[src/rtl/pipe_stage_reg_pkg.sv]
// Shared widths and skid-buffer state encoding for pipe_stage_reg.
// Imported by the interface, the skid buffer and the stage top.
package pipe_stage_reg_pkg;

  localparam int PIPE_PAYLOAD_W = 96;
  localparam int GPR_ADDR_W     = 5;
  localparam int PIPE_CNT_W     = 16;

  typedef enum logic [1:0] {
    ST_EMPTY = 2'd0,
    ST_ONE   = 2'd1,
    ST_TWO   = 2'd2
  } pipe_st_e;

endpackage

[src/rtl/pipe_stage_reg_if.sv]
// Valid/ready bundle carrying payload plus GPR write-back control.
// master drives the entry, slave returns ready.
interface pipe_stage_reg_if
  import pipe_stage_reg_pkg::*;
#(
  parameter int PAYLOAD_W = PIPE_PAYLOAD_W,
  parameter int DST_W     = GPR_ADDR_W
);

  logic                 valid;
  logic                 ready;
  logic [PAYLOAD_W-1:0] payload;
  logic                 gpr_we_;
  logic [DST_W-1:0]     dst_addr;

  modport master (
    output valid,
    output payload,
    output gpr_we_,
    output dst_addr,
    input  ready
  );

  modport slave (
    input  valid,
    input  payload,
    input  gpr_we_,
    input  dst_addr,
    output ready
  );

endinterface

[src/rtl/pipe_skid_buf.sv]
// Two-entry FIFO storage + EMPTY/ONE/TWO FSM for pipe_stage_reg.
// Only built when PIPE_SKID_EN is defined; in_ready is registered-state only.
`ifdef PIPE_SKID_EN
module pipe_skid_buf
  import pipe_stage_reg_pkg::*;
#(
  parameter int PAYLOAD_W = PIPE_PAYLOAD_W,
  parameter int DST_W     = GPR_ADDR_W
) (
  input  logic                 clk,
  input  logic                 reset,
  input  logic                 stall,
  input  logic                 flush,
  input  logic                 in_valid,
  input  logic [PAYLOAD_W-1:0] in_payload,
  input  logic                 in_gpr_we_,
  input  logic [DST_W-1:0]     in_dst_addr,
  input  logic                 out_ready,
  output logic                 in_ready,
  output logic                 head_valid,
  output logic [PAYLOAD_W-1:0] head_payload,
  output logic                 head_gpr_we_,
  output logic [DST_W-1:0]     head_dst_addr
);

  pipe_st_e st, st_nx;
  logic acc, drn;
  logic ld_head_in, ld_head_skid, ld_skid;

  logic [PAYLOAD_W-1:0] sk_payload;
  logic                 sk_gpr_we_;
  logic [DST_W-1:0]     sk_dst_addr;

  assign head_valid = (st != ST_EMPTY);

  // state register
  always_ff @(posedge clk or negedge reset) begin
    if (!reset) st <= ST_EMPTY;
    else        st <= st_nx;
  end

  // next state and storage load selects
  always_comb begin
    st_nx        = st;
    ld_head_in   = 1'b0;
    ld_head_skid = 1'b0;
    ld_skid      = 1'b0;
    in_ready     = ~stall & (st != ST_TWO);
    acc          = in_valid & in_ready;
    drn          = (st != ST_EMPTY) & out_ready & ~stall;
    if (flush) begin
      st_nx = ST_EMPTY;
    end else begin
      case (st)
        ST_EMPTY: begin
          if (acc) begin
            st_nx      = ST_ONE;
            ld_head_in = 1'b1;
          end
        end
        ST_ONE: begin
          if (acc && drn) begin
            ld_head_in = 1'b1;
          end else if (acc) begin
            st_nx   = ST_TWO;
            ld_skid = 1'b1;
          end else if (drn) begin
            st_nx = ST_EMPTY;
          end
        end
        ST_TWO: begin
          if (drn) begin
            st_nx        = ST_ONE;
            ld_head_skid = 1'b1;
          end
        end
        default: st_nx = ST_EMPTY;
      endcase
    end
  end

  // head slot: oldest entry, refilled from input or skid
  always_ff @(posedge clk or negedge reset) begin
    if (!reset) begin
      head_payload  <= '0;
      head_gpr_we_  <= 1'b1;
      head_dst_addr <= '0;
    end else if (ld_head_in) begin
      head_payload  <= in_payload;
      head_gpr_we_  <= in_gpr_we_;
      head_dst_addr <= in_dst_addr;
    end else if (ld_head_skid) begin
      head_payload  <= sk_payload;
      head_gpr_we_  <= sk_gpr_we_;
      head_dst_addr <= sk_dst_addr;
    end
  end

  // skid slot: second-oldest entry
  always_ff @(posedge clk or negedge reset) begin
    if (!reset) begin
      sk_payload  <= '0;
      sk_gpr_we_  <= 1'b1;
      sk_dst_addr <= '0;
    end else if (ld_skid) begin
      sk_payload  <= in_payload;
      sk_gpr_we_  <= in_gpr_we_;
      sk_dst_addr <= in_dst_addr;
    end
  end

endmodule
`endif

[src/rtl/pipe_stage_reg.sv]
// Generic valid/ready pipeline stage register with stall/flush.
// Macro PIPE_SKID_EN selects 2-entry skid buffer over single slot.
module pipe_stage_reg
  import pipe_stage_reg_pkg::*;
#(
  parameter int PAYLOAD_W = PIPE_PAYLOAD_W,
  parameter int DST_W     = GPR_ADDR_W,
  parameter int CNT_W     = PIPE_CNT_W
) (
  input  logic             clk,
  input  logic             reset,
  pipe_stage_reg_if.slave  up,
  pipe_stage_reg_if.master dn,
  input  logic             stall,
  input  logic             flush,
  output logic [CNT_W-1:0] bp_cycles
);

  logic                 in_rdy;
  logic                 hv;
  logic [PAYLOAD_W-1:0] hp;
  logic                 hwe;
  logic [DST_W-1:0]     hd;

`ifdef PIPE_SKID_EN
  pipe_skid_buf #(
    .PAYLOAD_W (PAYLOAD_W),
    .DST_W     (DST_W)
  ) u_skid (
    .clk           (clk),
    .reset         (reset),
    .stall         (stall),
    .flush         (flush),
    .in_valid      (up.valid),
    .in_payload    (up.payload),
    .in_gpr_we_    (up.gpr_we_),
    .in_dst_addr   (up.dst_addr),
    .out_ready     (dn.ready),
    .in_ready      (in_rdy),
    .head_valid    (hv),
    .head_payload  (hp),
    .head_gpr_we_  (hwe),
    .head_dst_addr (hd)
  );
`else
  logic acc;

  assign in_rdy = ~stall & (~hv | dn.ready);
  assign acc    = up.valid & in_rdy;

  // slot valid: refill on accept, empty on drain-only
  always_ff @(posedge clk or negedge reset) begin
    if (!reset)                hv <= 1'b0;
    else if (flush)            hv <= 1'b0;
    else if (acc)              hv <= 1'b1;
    else if (!stall && dn.ready) hv <= 1'b0;
  end

  // slot data: loads only on a kept accept
  always_ff @(posedge clk or negedge reset) begin
    if (!reset) begin
      hp  <= '0;
      hwe <= 1'b1;
      hd  <= '0;
    end else if (acc && !flush) begin
      hp  <= up.payload;
      hwe <= up.gpr_we_;
      hd  <= up.dst_addr;
    end
  end
`endif

  assign up.ready    = in_rdy;
  assign dn.valid    = hv & ~stall;
  assign dn.payload  = hp;
  assign dn.dst_addr = hd;
  assign dn.gpr_we_  = hwe | ~dn.valid;

  // saturating count of cycles a valid head waits on downstream
  always_ff @(posedge clk or negedge reset) begin
    if (!reset)
      bp_cycles <= '0;
    else if (hv && !dn.ready && !stall && (bp_cycles != '1))
      bp_cycles <= bp_cycles + 1'b1;
  end

endmodule

[src/flat_wrapper.sv]
// flat-port wrapper written by rule: the top's interface ports become plain ports
module pipe_stage_reg_flat import pipe_stage_reg_pkg::*;
#(
  parameter int PAYLOAD_W = PIPE_PAYLOAD_W,
  parameter int DST_W     = GPR_ADDR_W,
  parameter int CNT_W     = PIPE_CNT_W
)
  (clk, reset, stall, flush, bp_cycles, up_valid, up_payload, up_gpr_we_, up_dst_addr, up_ready, dn_valid, dn_payload, dn_gpr_we_, dn_dst_addr, dn_ready);
  pipe_stage_reg_if #(.PAYLOAD_W(PAYLOAD_W), .DST_W(DST_W)) up_i ();
  pipe_stage_reg_if #(.PAYLOAD_W(PAYLOAD_W), .DST_W(DST_W)) dn_i ();
  input  logic clk;
  input  logic reset;
  input  logic stall;
  input  logic flush;
  output logic [CNT_W-1:0] bp_cycles;
  input wire logic [$bits(up_i.valid)-1:0] up_valid;
  input wire logic [$bits(up_i.payload)-1:0] up_payload;
  input wire logic [$bits(up_i.gpr_we_)-1:0] up_gpr_we_;
  input wire logic [$bits(up_i.dst_addr)-1:0] up_dst_addr;
  output wire logic [$bits(up_i.ready)-1:0] up_ready;
  output wire logic [$bits(dn_i.valid)-1:0] dn_valid;
  output wire logic [$bits(dn_i.payload)-1:0] dn_payload;
  output wire logic [$bits(dn_i.gpr_we_)-1:0] dn_gpr_we_;
  output wire logic [$bits(dn_i.dst_addr)-1:0] dn_dst_addr;
  input wire logic [$bits(dn_i.ready)-1:0] dn_ready;
  assign up_i.valid = up_valid;
  assign up_i.payload = up_payload;
  assign up_i.gpr_we_ = up_gpr_we_;
  assign up_i.dst_addr = up_dst_addr;
  assign up_ready = up_i.ready;
  assign dn_valid = dn_i.valid;
  assign dn_payload = dn_i.payload;
  assign dn_gpr_we_ = dn_i.gpr_we_;
  assign dn_dst_addr = dn_i.dst_addr;
  assign dn_i.ready = dn_ready;
  pipe_stage_reg #(.PAYLOAD_W(PAYLOAD_W), .DST_W(DST_W), .CNT_W(CNT_W)) u_core (.clk(clk), .reset(reset), .up(up_i), .dn(dn_i), .stall(stall), .flush(flush), .bp_cycles(bp_cycles));
endmodule
[config.mk]
export PLATFORM = sky130hd
export DESIGN_NAME = pipe_stage_reg_flat
export DESIGN_NICKNAME = d
export VERILOG_FILES = /design/src/rtl/pipe_stage_reg_pkg.sv /design/src/rtl/pipe_stage_reg_if.sv /design/src/rtl/pipe_skid_buf.sv /design/src/rtl/pipe_stage_reg.sv /design/src/flat_wrapper.sv
export SDC_FILE = /design/constraint.sdc
export NUM_CORES = 1
export LEC_CHECK = 0
export CAP_MARGIN = 10
export CELL_PAD_IN_SITES_DETAIL_PLACEMENT = 1
export CELL_PAD_IN_SITES_GLOBAL_PLACEMENT = 1
export CORE_MARGIN = 2
export CORE_UTILIZATION = 50
export CTS_CLUSTER_DIAMETER = 150
export DETAILED_ROUTE_END_ITERATION = 8
export DONT_BUFFER_PORTS = 1
export PLACE_DENSITY_LB_ADDON = 0.1
export SYNTH_ARGS = -nofsm -noshare
export SYNTH_HDL_FRONTEND = slang
export SYNTH_HIERARCHICAL = 1
export SYNTH_SLANG_ARGS = --single-unit
export TNS_END_PERCENT = 20
[constraint.sdc]
create_clock -name clk -period 4.9 [get_ports clk]
set_input_delay 0.98 -clock clk [delete_from_list [all_inputs] [get_ports clk]]
set_output_delay 0.98 -clock clk [all_outputs]
set_load 0.05 [all_outputs]
Word-level counts from Yosys, hierarchy flattened
Cells that the tools add are included.
Widths: inputs -> output; s select.
{"block": "word_totals", "output_inout_bits": 120, "regBits": 119, "inputBits": 108, "word_cells": 27}
{"block": "op_classes", "n_reduce_logical": 9, "n_eq_ne": 1, "n_mux": 3, "bitwise": 8, "addsub": 1}
{"cell": "$add 16x1->16 const B", "n": 1}
{"cell": "$ne 16x16->1 const B", "n": 1}
{"cell": "$logic_and 1x1->1", "n": 5}
{"cell": "$and 1x1->1", "n": 3}
{"cell": "$logic_not 1->1", "n": 3}
{"cell": "$mux 1", "n": 3}
{"cell": "$not 1->1", "n": 3}
{"cell": "$reduce_bool 3->1", "n": 1}
{"cell": "$or 1x1->1", "n": 2}

Logic depth before layout (Yosys ltp)
Gate-level depths: netlist of run 1.
{"block": "logic_depth", "ltp_word": 6, "mapped_depth": 6, "depth_no_buf": 5}

Worst setup path after synthesis of run 1
Ideal clock, no wire load.
{"block": "synth_timing", "path_type": "input-to-output", "startpoint": "input stall", "endpoint": "output dn_gpr_we_", "stages": 2, "arrival_time_ns": 2.241, "setup_slack_ns": 1.679, "cell_sequence": "nor2b_1 nand2b_1"}
{"block": "synth_between", "elab_chain_len": 4}
{"element": "start, declared", "line_no": "flat_wrapper.sv:13", "text": "input logic stall;"}
{"element": "$not 1->1", "line_no": "pipe_stage_reg.sv:74", "text": "assign dn.valid = hv & ~stall;"}
{"element": "$and 1x1->1", "line_no": "pipe_stage_reg.sv:74"}
{"element": "$not 1->1", "line_no": "pipe_stage_reg.sv:77", "text": "assign dn.gpr_we_ = hwe | ~dn.valid;"}
{"element": "$or 1x1->1", "line_no": "pipe_stage_reg.sv:77"}
{"element": "end, declared", "line_no": "flat_wrapper.sv:23", "text": "output wire logic [$bits(dn_i.gpr_we_)-1:0] dn_gpr_we_;"}
No other way between the ends.

Final worst setup path of run 1
Same ends and word-level chain as after synthesis.

==> impl_metrics.csv, run 1 <==
group,metric,value,unit
outcome,status,"finished clean",
global_route,grt_usage,19.4,%
cts,cts_resized,0,
sta,timing.fmax,0.305,GHz
drt,routed_wl,9900,um
yosys,synth_nets,406,
floorplan,rows,35,
setup_path,critPathLaunchType,"primary input",
sta,finalCriticalPeriod,3.28,ns
place,dpl_cell_area,4730,um^2
floorplan,core,9150,um^2
global_route,grt_pass1_wl,14700,um
floorplan,initial_utilization,51.0,%
final_layout,postLayoutCoreUtil,58.1,%
place,gp_congestion,0.756,
cts,cts.sinks,119,
power,power.leakage,0.00231,uW
global_route,grt_pass1_vias,2724,
final_layout,syn_to_final_growth,14.0,%
yosys,syn_inst,297,
worst_hold_path,min_path_type,"in2async",
sta,finClkSkew,0.00679,ns
sta,slew_headroom,32.4,%
global_route,antenna_found_initial,0,
drt,drt_pass1_iterations,4,
yosys,synth_area,4670,um^2
drt,drtIter0Drc,49,
yosys,synth_seq_area_share,63.8,%
sta,finalSetupViolations,0,
yosys,yosysWarnings,6,
sta,rsz0062_at_grt,"no",
setup_path,cp_max_fo,4,
cts,cts_setup_buffers,0,
setup_path,critPathTopFamily,"simple AND/OR/NAND/NOR gates",
job,drv_cap,0,
final_layout,layout-drive-gt1-share,45.1,%
floorplan,die_w,101,um
sta,slew_viol_final,0,
setup_path,crit_buf_inv,0,
cts,clk_path_buf_depth,2,
power,p_per_area,641,nW/um^2
setup_path,worstPathArrival,2.30,ns
sta,fin_crit_sh,66.9,%
setup_path,crit_path_cell_trace,"nor2b_1, nand2b_1",
final_layout,fin_area,5320,um^2
setup_path,critPathRequiredTime,3.92,ns
floorplan,ios,228,
setup_path,crit_slowest_cell,"nor2b_1",
power,power,3410,uW
final_layout,diodes,0,
cts,cts_tree,"built",
drt,dr_total_vias,2498,
sta,finalHoldViolations,0,
setup_path,crit_type,"in2out",
drt,drc,0,
yosys,yosysUniqueCellTypes,28,
cts,cts-root-buf,"clkbuf_8",
floorplan,die_h,101,um
sta,layout_setup_ws,1.62,ns
cts,cts_made_buffers,17,
power,peakVddDrop,0.000261,V
global_route,grt-ovfl-total,0,
final_layout,nets,416,
place,place_ws,1.62,ns
global_route,grt_max_degree,120,
setup_path,cp-end-kind,"output pin",
cts,clock_latency,0.50,ns
yosys,ys_ff_latch,119,
drt,wl_per_cell,23.0,um
cts,clk_pin_slew,0.06,ns
sta,fin_setup_tns,0,ns
setup_path,cpPeakStageDelay,0.76,ns
cts,cts_hold_buf,0,
sta,tightest_slew,1.01,ns
floorplan,dieArea,10100,um^2
drt,final_antenna_net_count,0,
place,portBuffers,0,
cts,htreeDepth,4,
drt,via_per_inst,5.81,
place,dpl.hpwl,6960,um
yosys,syn_avg_cell_area,15.7,um^2
metal layers:
metal | track usage [%] | part of all wire [%] | up-vias
met5 | 0 | 0 | -
met1 | 20.0 | 34 | 1276
met3 | 8.74 | 11 | 15
met2 | 33.5 | 53 | 137
met4 | 9.38 | 1.8 | 0
li1 | - | - | 1070
layout make-up:
cell class / instances / area (um^2)
Clock buffer: 19 / 442
Clock inverter: 12 / 153
Fill cell: 856 / 3830
Inverter: 2 / 7.51
Multi-Input combinational cell: 164 / 1570
Sequential cell: 119 / 2980
Tap cell: 111 / 139
Timing Repair Buffer: 3 / 35.0
state kept, by name, indices dropped and copies added, names as in the netlist:
register	count
u_core/dn.dst_addr	5
u_core/hv	1
u_core/hwe	1
u_core/bp_cycles	16
u_core/dn.payload	96
cell families after synthesis:
kind of cell	count (synthesis)	synth area share (%)
AOI/OAI and AO/OA	6	0.884
xor gates and xnor gates	13	2.44
adders and majority gates	1	0.268
buffers and inverters	14	2.71
DFF	119	63.8
muxes	104	25.2
and+or+nand+nor	40	4.72
final timing paths:
kind	start	endpoint	slack, ns	cells after the start
max	stall	dn_gpr_we_	1.62	2
min	reset	u_core/dn.payload[39]$_DFFE_PN0P_	0.17	0
max reg2reg	u_core/hv$_DFFE_PN0P_	u_core/dn.payload[4]$_DFFE_PN0P_	2.53	5
min reg2reg	u_core/hwe$_DFFE_PN1P_	u_core/hwe$_DFFE_PN1P_	0.64	1
max in group asynchronous	reset	u_core/hwe$_DFFE_PN1P_	4.50	0
min in group clk	flush	u_core/hv$_DFFE_PN0P_	0.55	1
stage by stage:
step	std cells	hold slack, ns
global route	430	0.144
floorplan	297	0.533
global placement	399	0.614
finish	430	0.174
detailed placement	399	0.632
CTS	430	0.140
cells in the mapped netlist:
master / count / area (um^2)
and3_1: 2 / 12.5
nor4_1: 3 / 18.8
xor2_1: 12 / 105
buf_6: 9 / 101
ha_1: 1 / 12.5
mux2_4: 1 / 15.0
and4_2: 1 / 10.0
nand2b_1: 1 / 6.26
o41ai_2: 1 / 16.3
dfstp_2: 1 / 26.3
inv_1: 2 / 7.51
mux2_2: 103 / 1160
nor2_1: 7 / 26.3
nor3_1: 3 / 15.0
xnor2_1: 1 / 8.76
buf_2: 2 / 10.0
nand3_1: 4 / 20.0
nand4_1: 5 / 31.3
nand2_1: 9 / 33.8
nor3b_1: 1 / 7.51
buf_4: 1 / 7.51
nor4_2: 1 / 12.5
or3_4: 1 / 11.3
a21oi_1: 2 / 10.0
o21ai_0: 3 / 15.0
and3b_1: 1 / 8.76
nor2b_1: 1 / 6.26
dfrtp_1: 118 / 2950
cell usage in the layout (no fill, tap or decap), drive strengths merged:
master    Yosys  final
buf          12      3
xnor2         1      1
nor2          7      7
a21oi         2      2
ha            1      1
and4          1      1
xor2         12     12
bufinv        0      3
or3           1      1
o21ai         3      3
dfrtp       118    118
and3          2      2
nor4          4      4
and3b         1      1
nand4         5      5
clkinvlp      0      4
nand2         9      9
nor2b         1      1
inv           2      2
o41ai         1      1
nor3          3      3
clkbuf        0     19
dfstp         1      1
clkinv        0      5
mux2        104    104
nand3         4      4
nand2b        1      1
nor3b         1      1
power breakdown:
group	internal, uW	switching [uW]	leakage (uW)	total (uW)
Sequential	1160	806	0.00144	1960
Combinational	151	73.4	0.000586	225
Clock	796	428	0.000282	1220
Total	2100	1310	0.00231	3410
Note: power is estimated with default switching activity, not from simulation.
==> run 2, diff against run 1 <==
--- a/config.mk
+++ b/config.mk
@@ -9,7 +9,7 @@
 export CELL_PAD_IN_SITES_DETAIL_PLACEMENT = 1
 export CELL_PAD_IN_SITES_GLOBAL_PLACEMENT = 1
 export CORE_MARGIN = 2
-export CORE_UTILIZATION = 50
+export CORE_UTILIZATION = 44
 export CTS_CLUSTER_DIAMETER = 150
 export DETAILED_ROUTE_END_ITERATION = 8
 export DONT_BUFFER_PORTS = 1
==> constraint.sdc (replaced) <==
create_clock -name clk -period 2.9 [get_ports clk]
set_input_delay 0.58 -clock clk [delete_from_list [all_inputs] [get_ports clk]]
set_output_delay 0.58 -clock clk [all_outputs]
set_load 0.05 [all_outputs]
==> impl_metrics.csv, run 2 (synthesis results as in run 1) <==
group,metric,value,unit
drt,routed_wl,10500,um
final_layout,layout-drive-gt1-share,46.2,%
drt,dr_total_vias,2561,
setup_path,cp_max_fo,5,
cts,clk_path_buf_depth,2,
global_route,grt_max_degree,120,
sta,finalSetupViolations,0,
global_route,grt-ovfl-total,0,
setup_path,cp-end-kind,"flip-flop",
sta,timing.fmax,0.461,GHz
cts,cts_resized,0,
global_route,grt_pass1_vias,2804,
power,peakVddDrop,0.000418,V
setup_path,worstPathArrival,2.55,ns
place,gp_congestion,0.742,
worst_hold_path,min_path_type,"in2async",
final_layout,multi_input_area,1570,um^2
final_layout,diodes,0,
global_route,antenna_found_initial,0,
sta,hold_ws,-0.228,ns
power,p_per_area,1110,nW/um^2
cts,htreeDepth,4,
cts,cts_made_buffers,17,
global_route,grt_usage,18.7,%
drt,wl_per_cell,22.7,um
sta,fin_crit_sh,74.7,%
setup_path,crit_path_cell_trace,"ha_1, nand4_1, o41ai_2, buf_4, mux2_4",
global_route,grt_use_met1,20.1,%
global_route,grt_use_met3,8.57,%
cts,cts_tree,"built",
setup_path,ff2ff_setup_slack,0.73,ns
place,dpl.hpwl,7460,um
place,portBuffers,0,
drt,drc,0,
place,dp_cells,431,
floorplan,dieArea,11400,um^2
cts,clock_latency,0.50,ns
setup_path,crit_type,"reg2reg",
setup_path,crit_slowest_cell,"dfrtp_1",
sta,slew_headroom,59.4,%
drt,via_per_inst,5.53,
cts,cts-root-buf,"clkbuf_8",
outcome,violations,"hold timing",
global_route,top_usage_layer,"met2",
final_layout,fill_cells,960,
floorplan,rows,37,
power,power,6090,uW
final_layout,syn_to_final_growth,17.5,%
final_layout,final_common_cell,"dfrtp_1",
cts,cts_setup_buffers,0,
sta,tightest_slew,0.610,ns
global_route,grt_pass1_wl,15900,um
floorplan,initial_utilization,45.2,%
final_layout,largest_register_ffs,96,
sta,finalHoldViolations,119,
drt,drtIter0Drc,123,
outcome,status,"complete, but fails checks",
setup_path,cpPeakStageDelay,0.67,ns
sta,finClkSkew,0.00669,ns
floorplan,ios,228,
floorplan,core,10300,um^2
place,dpl_cell_area,4810,um^2
sta,fin_setup_tns,0,ns
final_layout,fin_area,5480,um^2
floorplan,die_w,107,um
final_layout,final_cells,463,
sta,finalCriticalPeriod,2.17,ns
setup_path,critPathTopFamily,"flip-flops",
global_route,met2_usage,31.9,%
sta,slew_viol_final,0,
setup_path,critPathLaunchType,"flip-flop",
setup_path,crit_buf_inv,1,
sta,rsz0062_at_grt,"no",
cts,cts.sinks,119,
power,power.leakage,0.00239,uW
job,drv_cap,0,
final_layout,most-common-layout-cells,"118 x dfrtp_1, 103 x mux2_2, 16 x clkbuf_16, 12 x xor2_1",
final_layout,register_area,2980,um^2
final_layout,nets,423,
floorplan,die_h,107,um
cts,clk_pin_slew,0.06,ns
drt,final_antenna_net_count,0,
drt,drt_pass1_iterations,4,
setup_path,critPathRequiredTime,3.29,ns
-- run 2: worst reg2reg max path: stages (launching register included) --
cell     delay (ns)
dfrtp_1        0.67
ha_1           0.31
nand4_1        0.15
o41ai_2        0.42
buf_4          0.21
mux2_4         0.30
-- run 2: report_power, final --
part	total [uW]	internal [uW]	switching (uW)
Sequential	3290	1950	1330
Combinational	432	267	164
Clock	2370	1610	760
Total	6090	3830	2260
-- run 2: worst paths after layout --
path,from,endpoint,depth (start not counted)
max reg2reg,u_core/bp_cycles[1]$_DFFE_PN0P_,u_core/bp_cycles[1]$_DFFE_PN0P_,5
min,reset,u_core/dn.payload[24]$_DFFE_PN0P_,0
min in group clk,flush,u_core/hv$_DFFE_PN0P_,1
max,u_core/bp_cycles[1]$_DFFE_PN0P_,u_core/bp_cycles[1]$_DFFE_PN0P_,5
min reg2reg,u_core/hv$_DFFE_PN0P_,u_core/hv$_DFFE_PN0P_,2
max in group asynchronous,reset,u_core/hwe$_DFFE_PN1P_,0
-- run 2: stage by stage --
step	util, %	hold WS [ns]	worst slack (ns)
5_1_grt	53.1	-0.268	0.644
3_3_place_gp	46.6	0.287	0.766
3_5_place_dp	46.6	0.287	0.701
2_1_floorplan	-	0.284	0.343
6_report	53.1	-0.228	0.733
4_1_cts	53.1	-0.256	0.738
-- run 2: area by class of cell --
class,count,share of cell area (%)
well taps,136,3.10
clock buffers,19,7.87
repair buffers,10,1.60
inverters,2,0.137
multi-input cells,164,28.6
flip-flops and latches,119,54.3
clock inverters,13,4.40
-- run 2: metal layers --
| metal | routed length [um] | vias to the layer above |
|---|---|---|
| met3 | 1030 | 11 |
| met5 | 0 | - |
| met2 | 5540 | 140 |
| met4 | 157 | 0 |
| met1 | 3790 | 1324 |
| li1 | - | 1086 |
==> run 3, diff against run 2 <==
--- a/config.mk
+++ b/config.mk
@@ -9,7 +9,7 @@
 export CELL_PAD_IN_SITES_DETAIL_PLACEMENT = 1
 export CELL_PAD_IN_SITES_GLOBAL_PLACEMENT = 1
 export CORE_MARGIN = 2
-export CORE_UTILIZATION = 44
+export CORE_UTILIZATION = 48
 export CTS_CLUSTER_DIAMETER = 150
 export DETAILED_ROUTE_END_ITERATION = 8
 export DONT_BUFFER_PORTS = 1
==> constraint.sdc (replaced) <==
create_clock -name clk -period 2 [get_ports clk]
set_input_delay 0.4 -clock clk [delete_from_list [all_inputs] [get_ports clk]]
set_output_delay 0.4 -clock clk [all_outputs]
set_load 0.05 [all_outputs]
==> impl_metrics.csv, run 3 (synthesis results as in run 1) <==
group,metric,value,unit
sta,tightest_slew,0.539,ns
setup_path,crit_slowest_cell,"o41ai_2",
sta,slew_viol_final,0,
drt,drc,0,
sta,fin_crit_sh,91.0,%
outcome,violations,"hold timing",
drt,drtIter0Drc,45,
cts,cts_tree,"built",
drt,routed_wl,10200,um
sta,fin_setup_tns,0,ns
sta,slew_headroom,64.1,%
final_layout,register_area,2980,um^2
floorplan,rows,35,
cts,cts_made_buffers,17,
floorplan,initial_utilization,50.0,%
sta,timing.fmax,0.550,GHz
job,drv_cap,0,
sta,rsz0062_at_grt,"no",
sta,finalSetupViolations,0,
final_layout,most-common-layout-cells,"116 x dfrtp_1, 103 x mux2_2, 20 x buf_4, 16 x clkbuf_16, 12 x xor2_1",
final_layout,postLayoutCoreUtil,59.0,%
global_route,grt_usage,19.2,%
place,dpl.hpwl,7300,um
power,power.leakage,0.00241,uW
place,gp_congestion,0.768,
setup_path,crit_buf_inv,1,
cts,cts_resized,0,
floorplan,die_h,103,um
drt,dr_total_vias,2550,
setup_path,critPathRequiredTime,2.38,ns
final_layout,multi_input_area,1580,um^2
drt,drt_pass1_iterations,3,
setup_path,crit_path_cell_trace,"ha_1, nand4_1, o41ai_2, buf_4, mux2_4",
floorplan,die_w,103,um
setup_path,critPathLaunchType,"flip-flop",
sta,finalHoldViolations,119,
drt,final_antenna_net_count,0,
place,place_ws,0.205,ns
cts,htreeDepth,4,
cts,cts_hold_buf,1,
drt,via_per_inst,5.44,
cts,cts-root-buf,"clkbuf_8",
global_route,grt_pass1_vias,2761,
global_route,antenna_found_initial,0,
global_route,grt_max_degree,120,
setup_path,critPathTopFamily,"compound AO/OA/AOI/OAI gates",
cts,cts.sinks,119,
cts,clock_latency,0.49,ns
cts,cts_setup_buffers,0,
final_layout,final_common_cell,"dfrtp_1",
floorplan,ios,228,
cts,clk_path_buf_depth,2,
sta,layout_setup_ws,0.181,ns
outcome,status,"complete, but fails checks",
global_route,grt-ovfl-total,0,
worst_hold_path,min_path_type,"in2async",
power,p_per_area,1500,nW/um^2
floorplan,core,9330,um^2
sta,finClkSkew,0.00646,ns
setup_path,cpPeakStageDelay,0.37,ns
setup_path,worstPathArrival,2.20,ns
final_layout,fill_cells,894,
sta,hold_ws,-0.398,ns
setup_path,cp-end-kind,"flip-flop",
place,portBuffers,0,
floorplan,dieArea,10500,um^2
setup_path,crit_type,"reg2reg",
power,peakVddDrop,0.000722,V
final_layout,syn_to_final_growth,17.9,%
sta,finalCriticalPeriod,1.82,ns
final_layout,largest_register_ffs,96,
global_route,grt_pass1_wl,15000,um
final_layout,diodes,0,
final_layout,nets,437,
setup_path,cp_max_fo,13,
cts,clk_pin_slew,0.06,ns
final_layout,layout-drive-gt1-share,49.1,%
drt,wl_per_cell,21.7,um
[run 3: routing by layer]
| metal | global-route usage [%] | share of wire [%] |
|---|---|---|
| met5 | 0 | 0 |
| met4 | 5.85 | 0.87 |
| met3 | 9.15 | 11 |
| met2 | 33.2 | 53 |
| met1 | 20.9 | 35 |
[run 3: area by class of cell]
cell class / count / share of cell area [%]
clock buffers: 18 / 7.59
clock inverters: 13 / 2.43
inverters: 2 / 0.136
multi-input cells: 164 / 28.7
flip-flops and latches: 119 / 54.2
well taps: 129 / 2.93
repair buffers: 24 / 4.00
[run 3: power by group]
group          switching [uW]  internal, uW
Combinational             309           417
Clock                    1050          1760
Sequential               1860          2840
[run 3: path summary, 6_finish.rpt]
kind | to | cells after the start | slack (ns) | start
max reg2reg | u_core/bp_cycles[1]$_DFFE_PN0P_ | 5 | 0.18 | u_core/bp_cycles[0]$_DFFE_PN0P_
min | u_core/dn.payload[20]$_DFFE_PN0P_ | 0 | -0.40 | reset
min reg2reg | u_core/bp_cycles[10]$_DFFE_PN0P_ | 1 | 0.50 | u_core/bp_cycles[10]$_DFFE_PN0P_
max in group asynchronous | u_core/hwe$_DFFE_PN1P_ | 0 | 2.13 | reset
max | u_core/bp_cycles[1]$_DFFE_PN0P_ | 5 | 0.18 | u_core/bp_cycles[0]$_DFFE_PN0P_
min in group clk | u_core/hv$_DFFE_PN0P_ | 2 | 0.04 | up_valid
[run 3: worst reg2reg max path, delay by kind of cell, from the launching register on]
kind                     cells  cell delay [ns]
flip-flops                   1             0.36
AND/OR/NAND/NOR              1             0.20
buffers and inverters        1             0.26
adder cells (fa/ha/maj)      1             0.20
AO/OA/AOI/OAI                1             0.37
multiplexers                 1             0.31
[run 3: stage by stage]
stage	hold slack [ns]	instance area [um^2]	instances	total power, uW
4_1_cts	-0.423	5500	469	8310
2_1_floorplan	0.104	4680	297	5240
3_5_place_dp	0.107	4940	437	5490
3_3_place_gp	0.107	4940	437	5440
6_report	-0.398	5500	469	8230
5_1_grt	-0.434	5500	469	8520
